$ cat src/rtl/hilo_iter_div_pkg.sv
// Shared definitions for the HI/LO iterative divider (also used by the hazard unit).
// Latency: n/a (types and constants only).
// Backpressure: n/a.
package hilo_iter_div_pkg;

  // Divider sequencer states; the hazard unit decodes the same encoding
  // to explain an MF stall.
  typedef enum logic [1:0] {
    IDLE = 2'd0,
    RUN  = 2'd1,
    FIX  = 2'd2
  } divState_t;

  // One restoring step per quotient bit.
  localparam int DIV_STEPS = 32;

  // Sign corrections applied to the unsigned results in FIX.
  typedef struct packed {
    logic quoNeg;
    logic remNeg;
  } signFix_t;

endpackage

$ cat src/rtl/hilo_iter_div_step.sv
// One combinational restoring-division step: shift {rem,quo} left, trial-subtract divisor.
// Latency: combinational, no registers.
// Backpressure: none; the caller decides when to register the outputs.
//
// Ports:
//   rem, quo  - current partial remainder / quotient-dividend shift register
//   divisor   - unsigned divisor magnitude
//   remNext, quoNext - values after this step
module hilo_iter_div_step #(
  parameter int WIDTH = 32
) (
  input  logic [WIDTH-1:0] rem,
  input  logic [WIDTH-1:0] quo,
  input  logic [WIDTH-1:0] divisor,
  output logic [WIDTH-1:0] remNext,
  output logic [WIDTH-1:0] quoNext
);

  logic [WIDTH:0] remShift;
  logic [WIDTH:0] trial;

  always_comb begin
    remShift = {rem, quo[WIDTH-1]};
    // rem < divisor on entry, so remShift < 2*divisor and the WIDTH+1-bit
    // difference never wraps: its top bit is exactly the borrow.
    trial    = remShift - {1'b0, divisor};
    if (trial[WIDTH]) begin
      remNext = remShift[WIDTH-1:0];
      quoNext = {quo[WIDTH-2:0], 1'b0};
    end else begin
      remNext = trial[WIDTH-1:0];
      quoNext = {quo[WIDTH-2:0], 1'b1};
    end
  end

endmodule

$ cat src/rtl/hilo_iter_div.sv
// Iterative DIV/DIVU unit owning the HI (remainder) and LO (quotient) registers.
// Latency: fixed 34 edges from the accepting start edge to valid hi/lo (done pulse).
// Backpressure: start is ignored while busy; stall_req holds MFHI/MFLO in decode.
//
// Ports:
//   clk, reset          - rising-edge clock, asynchronous active-high reset
//   start, signed_op    - launch a division (sampled only when idle), 1 = signed DIV
//   dividend, divisor   - forwarded rs / rt operands, captured at start
//   mf_req              - an MFHI/MFLO is sitting in decode
//   hi, lo              - remainder / quotient architectural registers
//   busy, done          - division in flight / one-cycle result-written pulse
//   stall_req           - busy & mf_req, to the hazard unit
module hilo_iter_div
  import hilo_iter_div_pkg::*;
#(
  parameter int WIDTH = DIV_STEPS,
  parameter int CNT_W = 6
) (
  input  logic             clk,
  input  logic             reset,
  input  logic             start,
  input  logic             signed_op,
  input  logic [WIDTH-1:0] dividend,
  input  logic [WIDTH-1:0] divisor,
  input  logic             mf_req,
  output logic [WIDTH-1:0] hi,
  output logic [WIDTH-1:0] lo,
  output logic             busy,
  output logic             done,
  output logic             stall_req
);

  localparam logic [CNT_W-1:0] LAST_STEP = CNT_W'(WIDTH - 1);

  divState_t        state;
  logic [WIDTH-1:0] remReg;
  logic [WIDTH-1:0] quoReg;
  logic [WIDTH-1:0] divReg;
  logic [CNT_W-1:0] count;
  signFix_t         fix;

  logic             dividendNeg;
  logic             divisorNeg;
  logic [WIDTH-1:0] dividendAbs;
  logic [WIDTH-1:0] divisorAbs;
  logic [WIDTH-1:0] remNext;
  logic [WIDTH-1:0] quoNext;

  // Magnitudes are taken only for signed ops; 0x80000000 maps onto itself,
  // which is what gives the architected overflow result.
  assign dividendNeg = signed_op & dividend[WIDTH-1];
  assign divisorNeg  = signed_op & divisor[WIDTH-1];
  assign dividendAbs = dividendNeg ? -dividend : dividend;
  assign divisorAbs  = divisorNeg  ? -divisor  : divisor;

  hilo_iter_div_step #(.WIDTH(WIDTH)) uStep (
    .rem     (remReg),
    .quo     (quoReg),
    .divisor (divReg),
    .remNext (remNext),
    .quoNext (quoNext)
  );

  always_ff @(posedge clk or posedge reset) begin
    if (reset) begin
      state  <= IDLE;
      remReg <= '0;
      quoReg <= '0;
      divReg <= '0;
      count  <= '0;
      fix    <= '0;
      hi     <= '0;
      lo     <= '0;
      done   <= 1'b0;
    end else begin
      done <= 1'b0;
      case (state)
        IDLE: begin
          if (start) begin
            // quoReg starts as the dividend and fills with quotient bits
            // from the right as the dividend shifts out the top.
            remReg     <= '0;
            quoReg     <= dividendAbs;
            divReg     <= divisorAbs;
            fix.quoNeg <= dividendNeg ^ divisorNeg;
            fix.remNeg <= dividendNeg;
            count      <= '0;
            state      <= RUN;
          end
        end
        RUN: begin
          remReg <= remNext;
          quoReg <= quoNext;
          count  <= count + 1'b1;
          if (count == LAST_STEP) begin
            state <= FIX;
          end
        end
        FIX: begin
          lo    <= fix.quoNeg ? -quoReg : quoReg;
          hi    <= fix.remNeg ? -remReg : remReg;
          done  <= 1'b1;
          state <= IDLE;
        end
        default: state <= IDLE;
      endcase
    end
  end

  assign busy      = (state != IDLE);
  assign stall_req = busy & mf_req;

endmodule

$ cat config.mk
export PLATFORM = sky130hd
export DESIGN_NAME = hilo_iter_div
export DESIGN_NICKNAME = d
export VERILOG_FILES = /design/src/rtl/hilo_iter_div_pkg.sv /design/src/rtl/hilo_iter_div_step.sv /design/src/rtl/hilo_iter_div.sv
export SDC_FILE = /design/constraint.sdc
export NUM_CORES = 1
export LEC_CHECK = 0
export CAP_MARGIN = 0
export CORE_MARGIN = 3
export CORE_UTILIZATION = 40
export CTS_CLUSTER_SIZE = 40
export DETAILED_ROUTE_END_ITERATION = 10
export SYNTH_ARGS = -nofsm -noshare
export SYNTH_HDL_FRONTEND = slang
export SYNTH_SLANG_ARGS = --single-unit
$ cat constraint.sdc
create_clock -name clk -period 7.1 [get_ports clk]
set_clock_uncertainty 0.2 [all_clocks]
set_input_delay 1.42 -clock clk [delete_from_list [all_inputs] [get_ports clk]]
set_output_delay 1.42 -clock clk [all_outputs]
set_load 0.005 [all_outputs]
==> results_dict.tcl <==
set metrics [dict create \
    outcome "finished clean" \
    critical_path_required_ps 7170 \
    critical_path_sink_type "flop" \
    power_switching_share_pct 43.1 \
    p_leak_nw 5.50 \
    final_min_period_over_clock_period_pct 60.1 \
    postSynth.topFlopCell "sky130_fd_sc_hd__dfrtp_1" \
    post_synth_xor_area_fraction_pct 11.4 \
    finalSetupViolCount 0 \
    p_int_mw 3.17 \
    gp_congestion 0.855 \
    global_route_wire_length_before_repair_mm 46.1 \
    routed_wirelength_mm 28.0 \
    clock.fmax_mhz 235 \
    io-pin-count 136 \
    synth_compound_gate_area_share_pct 22.2 \
    synth-edff-count 0 \
    drt-wirelength-per-cell_um 16.2 \
    yosysTopAreaCellShare_pct 38.8 \
    synthesized_area_fraction_occupied_by_adder_cells_pct 4.38 \
    max_slew.worst_pin.slew_ps 1140 \
    cp-start-kind "input pin" \
    synth_nets 1391 \
    cts_post_setup_buffers_inserted 0 \
    final_hold_viol_count 0 \
    p_switching_mw 2.40 \
    floorplan.die_area_um2 29600 \
    synth.mux.area_fraction_pct 2.63 \
    timing.critical_path.fanout_max 4 \
    synthCells 1284 \
    start_util_pct 40.8 \
    clk_path_buf_depth 2 \
    vias_per_cell 5.38 \
    synth-async-reset-ratio_pct 100 \
    vdd_drop_max_uv 193 \
    power_density_nw_per_um2 418 \
    ant_nets 0 \
    simple_gate_area_share_of_the_yosys_netlist_pct 16.4 \
    comb_power_share_pct 50.6 \
    grt_setup_unrepaired "no" \
    yosys_warnings 0 \
    design.final.nets 1485 \
    timing.max_slew.rel_slack_pct 23.7 \
    final.setup.tns_ps 0 \
    number_of_buffers_inserted_for_hold_repair_after_clock_tree_synthesis 0 \
    grt_max_degree 122 \
    timing_worst_setup_path_type "input pin to flop" \
    cts_tree "done" \
    clock_sink_count 171 \
    tritoncts.num_buffers 17 \
    filler_cell_count 2581 \
    area_delta_synth_final_pct 20.7 \
    number_of_global_route_vias_before_repair 8733 \
    synth_cell_types 63 \
    p_seq_share_pct 30.4 \
    core.rowCount 60 \
    clock_latency_ps 440 \
    first_iter_violations 702 \
    final_cell_count_without_fillers 1732 \
    crit_arrival_ps 4330 \
    design.core.area_um2 27000 \
    drive_above_1_share_pct 4.10 \
    synth.yosys.seq_area_share_pct 38.8 \
    drt_pass1_iterations 6 \
    clkSlewWorstSetupHoldPaths_ps 70 \
    number_of_antenna_violations_at_the_first_check_in_global_routing 1 \
    max-cap-violations 0 \
    post-synth-top-area-cell "sky130_fd_sc_hd__dfrtp_1" \
    syn_avg_cell_area_um2 8.59 \
    synth_top_family_by_area "compound AO/OA/AOI/OAI gates" \
    p_clk_share_pct 19.1 \
    h-tree-depth 4 \
    chipWidth_um 172 \
    timing.final.max_slew_violations 0 \
    dp_hpwl_mm 20.8 \
    placedCellCount 1700 \
    postCtsResizedCells 0 \
    cts_root_buffer_type "sky130_fd_sc_hd__clkbuf_16" \
    grt_overflow 0 \
    drc_violation_count_after_routing 0 \
    chipHeight_um 172 \
    synth.ff_latch_count 171 \
    min_period_ps 4260 \
    port_bufs 135 \
    via_count 9322 \
    timing.hold.worst.class "flop to flop" \
    synthesis.area_um2 11000 \
    synth.area.top_cells "sky130_fd_sc_hd__dfrtp_1 39%, sky130_fd_sc_hd__o21ai_0 9.3%, sky130_fd_sc_hd__xor2_1 7.1%" \
    groute.usage.overall_pct 19.2 \
]
routing by layer:
layer	up-vias	track usage, %	routed length (µm)
li1	4776	-	-
met1	4325	29.6	14700
met2	204	28.1	11800
met3	17	3.20	1220
met4	0	4.55	252
met5	-	0	0
stage by stage:
| stage | hold WS (ps) | setup slack [ps] | cell area, µm² | utilization (%) | total power, mW |
|---|---|---|---|---|---|
| floorplan | 250 | 848 | 11000 | - | 3.79 |
| global placement | 262 | 2460 | 12700 | 46.8 | 4.45 |
| detailed placement | 269 | 2390 | 12700 | 46.8 | 4.50 |
| CTS | 285 | 2840 | 13300 | 49.3 | 5.58 |
| global route | 295 | 2470 | 13300 | 49.3 | 6.03 |
| finish | 277 | 2840 | 13300 | 49.3 | 5.57 |
state kept, by name, indices dropped and copies added, names as in the netlist:
signal,cells
count,6
divReg,32
done,1
fix,2
hi,32
lo,32
quoReg,32
remReg,32
state,2
final cells by class:
class	instances	area, µm²	share of cell area [%]
Sequential cell	171	4280	32.1
Multi-Input combinational cell	993	6330	47.6
Clock buffer	19	453	3.40
Timing Repair Buffer	143	1410	10.6
Clock inverter	12	209	1.57
Antenna cell	1	2.50	0.0188
Inverter	52	200	1.50
Tap cell	341	427	3.20
synth_stat cells (16+ instances only):
master                     number
sky130_fd_sc_hd__dfrtp_1      171
sky130_fd_sc_hd__nand2_1      172
sky130_fd_sc_hd__mux2i_1       29
sky130_fd_sc_hd__a21oi_1       46
sky130_fd_sc_hd__clkbuf_1      61
sky130_fd_sc_hd__o21ai_0      204
sky130_fd_sc_hd__nand3_1       35
sky130_fd_sc_hd__o31ai_1       27
sky130_fd_sc_hd__nor3_1        19
sky130_fd_sc_hd__xnor2_1       54
sky130_fd_sc_hd__xor2_1        90
sky130_fd_sc_hd__a22oi_1       30
sky130_fd_sc_hd__ha_1          37
sky130_fd_sc_hd__inv_1         52
sky130_fd_sc_hd__o41ai_1       16
sky130_fd_sc_hd__nor2_1        56
power groups by stage:
stage	Sequential (mW)	Combinational, mW	Clock [mW]
6_report	1.69	2.82	1.06
5_1_grt	1.74	3.16	1.13
4_1_cts	1.68	2.81	1.09
3_5_place_dp	1.70	2.80	0
3_3_place_gp	1.68	2.77	0
2_1_floorplan	1.53	2.26	0
cell families after synthesis:
family,count (synthesis)
xor gates and xnor gates,144
AOI/OAI and AO/OA,403
DFF,171
adders and majority gates,38
buffers and inverters,120
muxes,29
and+or+nand+nor,379
path summary, 6_finish.rpt:
check	cells past startpoint	start	slack, ps	to
min reg2reg	2	lo[10]	280	lo[10]
max in group asynchronous	3	reset	4310	divReg[16]
max	10	divisor[8]	2840	divReg[29]
min in group asynchronous	2	reset	1310	lo[26]
min	2	lo[10]	280	lo[10]
max reg2reg	11	remReg[18]	3000	remReg[10]
cells in the final DEF, fill, tap and decap left out, types with 5 or more instances in the layout:
master | Yosys | routed
sky130_fd_sc_hd__bufinv_16 | 0 | 5
sky130_fd_sc_hd__nor3b_1 | 5 | 5
sky130_fd_sc_hd__a31oi_1 | 9 | 9
sky130_fd_sc_hd__or4_1 | 14 | 14
sky130_fd_sc_hd__and2_1 | 5 | 5
sky130_fd_sc_hd__xor2_1 | 90 | 90
sky130_fd_sc_hd__dfrtp_1 | 171 | 171
sky130_fd_sc_hd__a221o_1 | 5 | 5
sky130_fd_sc_hd__nand3_1 | 35 | 35
sky130_fd_sc_hd__nor2_1 | 56 | 55
sky130_fd_sc_hd__a21o_1 | 11 | 11
sky130_fd_sc_hd__inv_1 | 52 | 51
sky130_fd_sc_hd__nor4_1 | 12 | 12
sky130_fd_sc_hd__or3_1 | 11 | 11
sky130_fd_sc_hd__nand2b_1 | 12 | 11
sky130_fd_sc_hd__o21a_1 | 11 | 11
sky130_fd_sc_hd__nand4_1 | 6 | 6
sky130_fd_sc_hd__o21ai_1 | 7 | 7
sky130_fd_sc_hd__o41ai_1 | 16 | 16
sky130_fd_sc_hd__nor2b_1 | 8 | 7
sky130_fd_sc_hd__o211ai_1 | 7 | 7
sky130_fd_sc_hd__mux2i_1 | 29 | 29
sky130_fd_sc_hd__nand2_1 | 172 | 171
sky130_fd_sc_hd__o21ai_0 | 204 | 204
sky130_fd_sc_hd__clkdlybuf4s50_1 | 0 | 135
sky130_fd_sc_hd__a22oi_1 | 30 | 30
sky130_fd_sc_hd__xnor2_1 | 54 | 53
sky130_fd_sc_hd__o31ai_1 | 27 | 27
sky130_fd_sc_hd__a211oi_1 | 6 | 6
sky130_fd_sc_hd__nand3b_1 | 5 | 5
sky130_fd_sc_hd__a21oi_1 | 46 | 46
sky130_fd_sc_hd__clkbuf_16 | 0 | 17
sky130_fd_sc_hd__nor3_1 | 19 | 19
sky130_fd_sc_hd__ha_1 | 37 | 37
sky130_fd_sc_hd__buf_4 | 0 | 8
critical path, cell delays in order:
cell and delay, ps:
sky130_fd_sc_hd__clkdlybuf4s50_1 450, sky130_fd_sc_hd__or4_1 600, sky130_fd_sc_hd__nor4_1 370, sky130_fd_sc_hd__nor3b_1 430, sky130_fd_sc_hd__nand2_1 180, sky130_fd_sc_hd__nor2_1 190
sky130_fd_sc_hd__nand2_1 120, sky130_fd_sc_hd__o41ai_1 310, sky130_fd_sc_hd__xor2_1 170, sky130_fd_sc_hd__o21ai_0 80
Note: power is estimated with default switching activity, not from simulation.
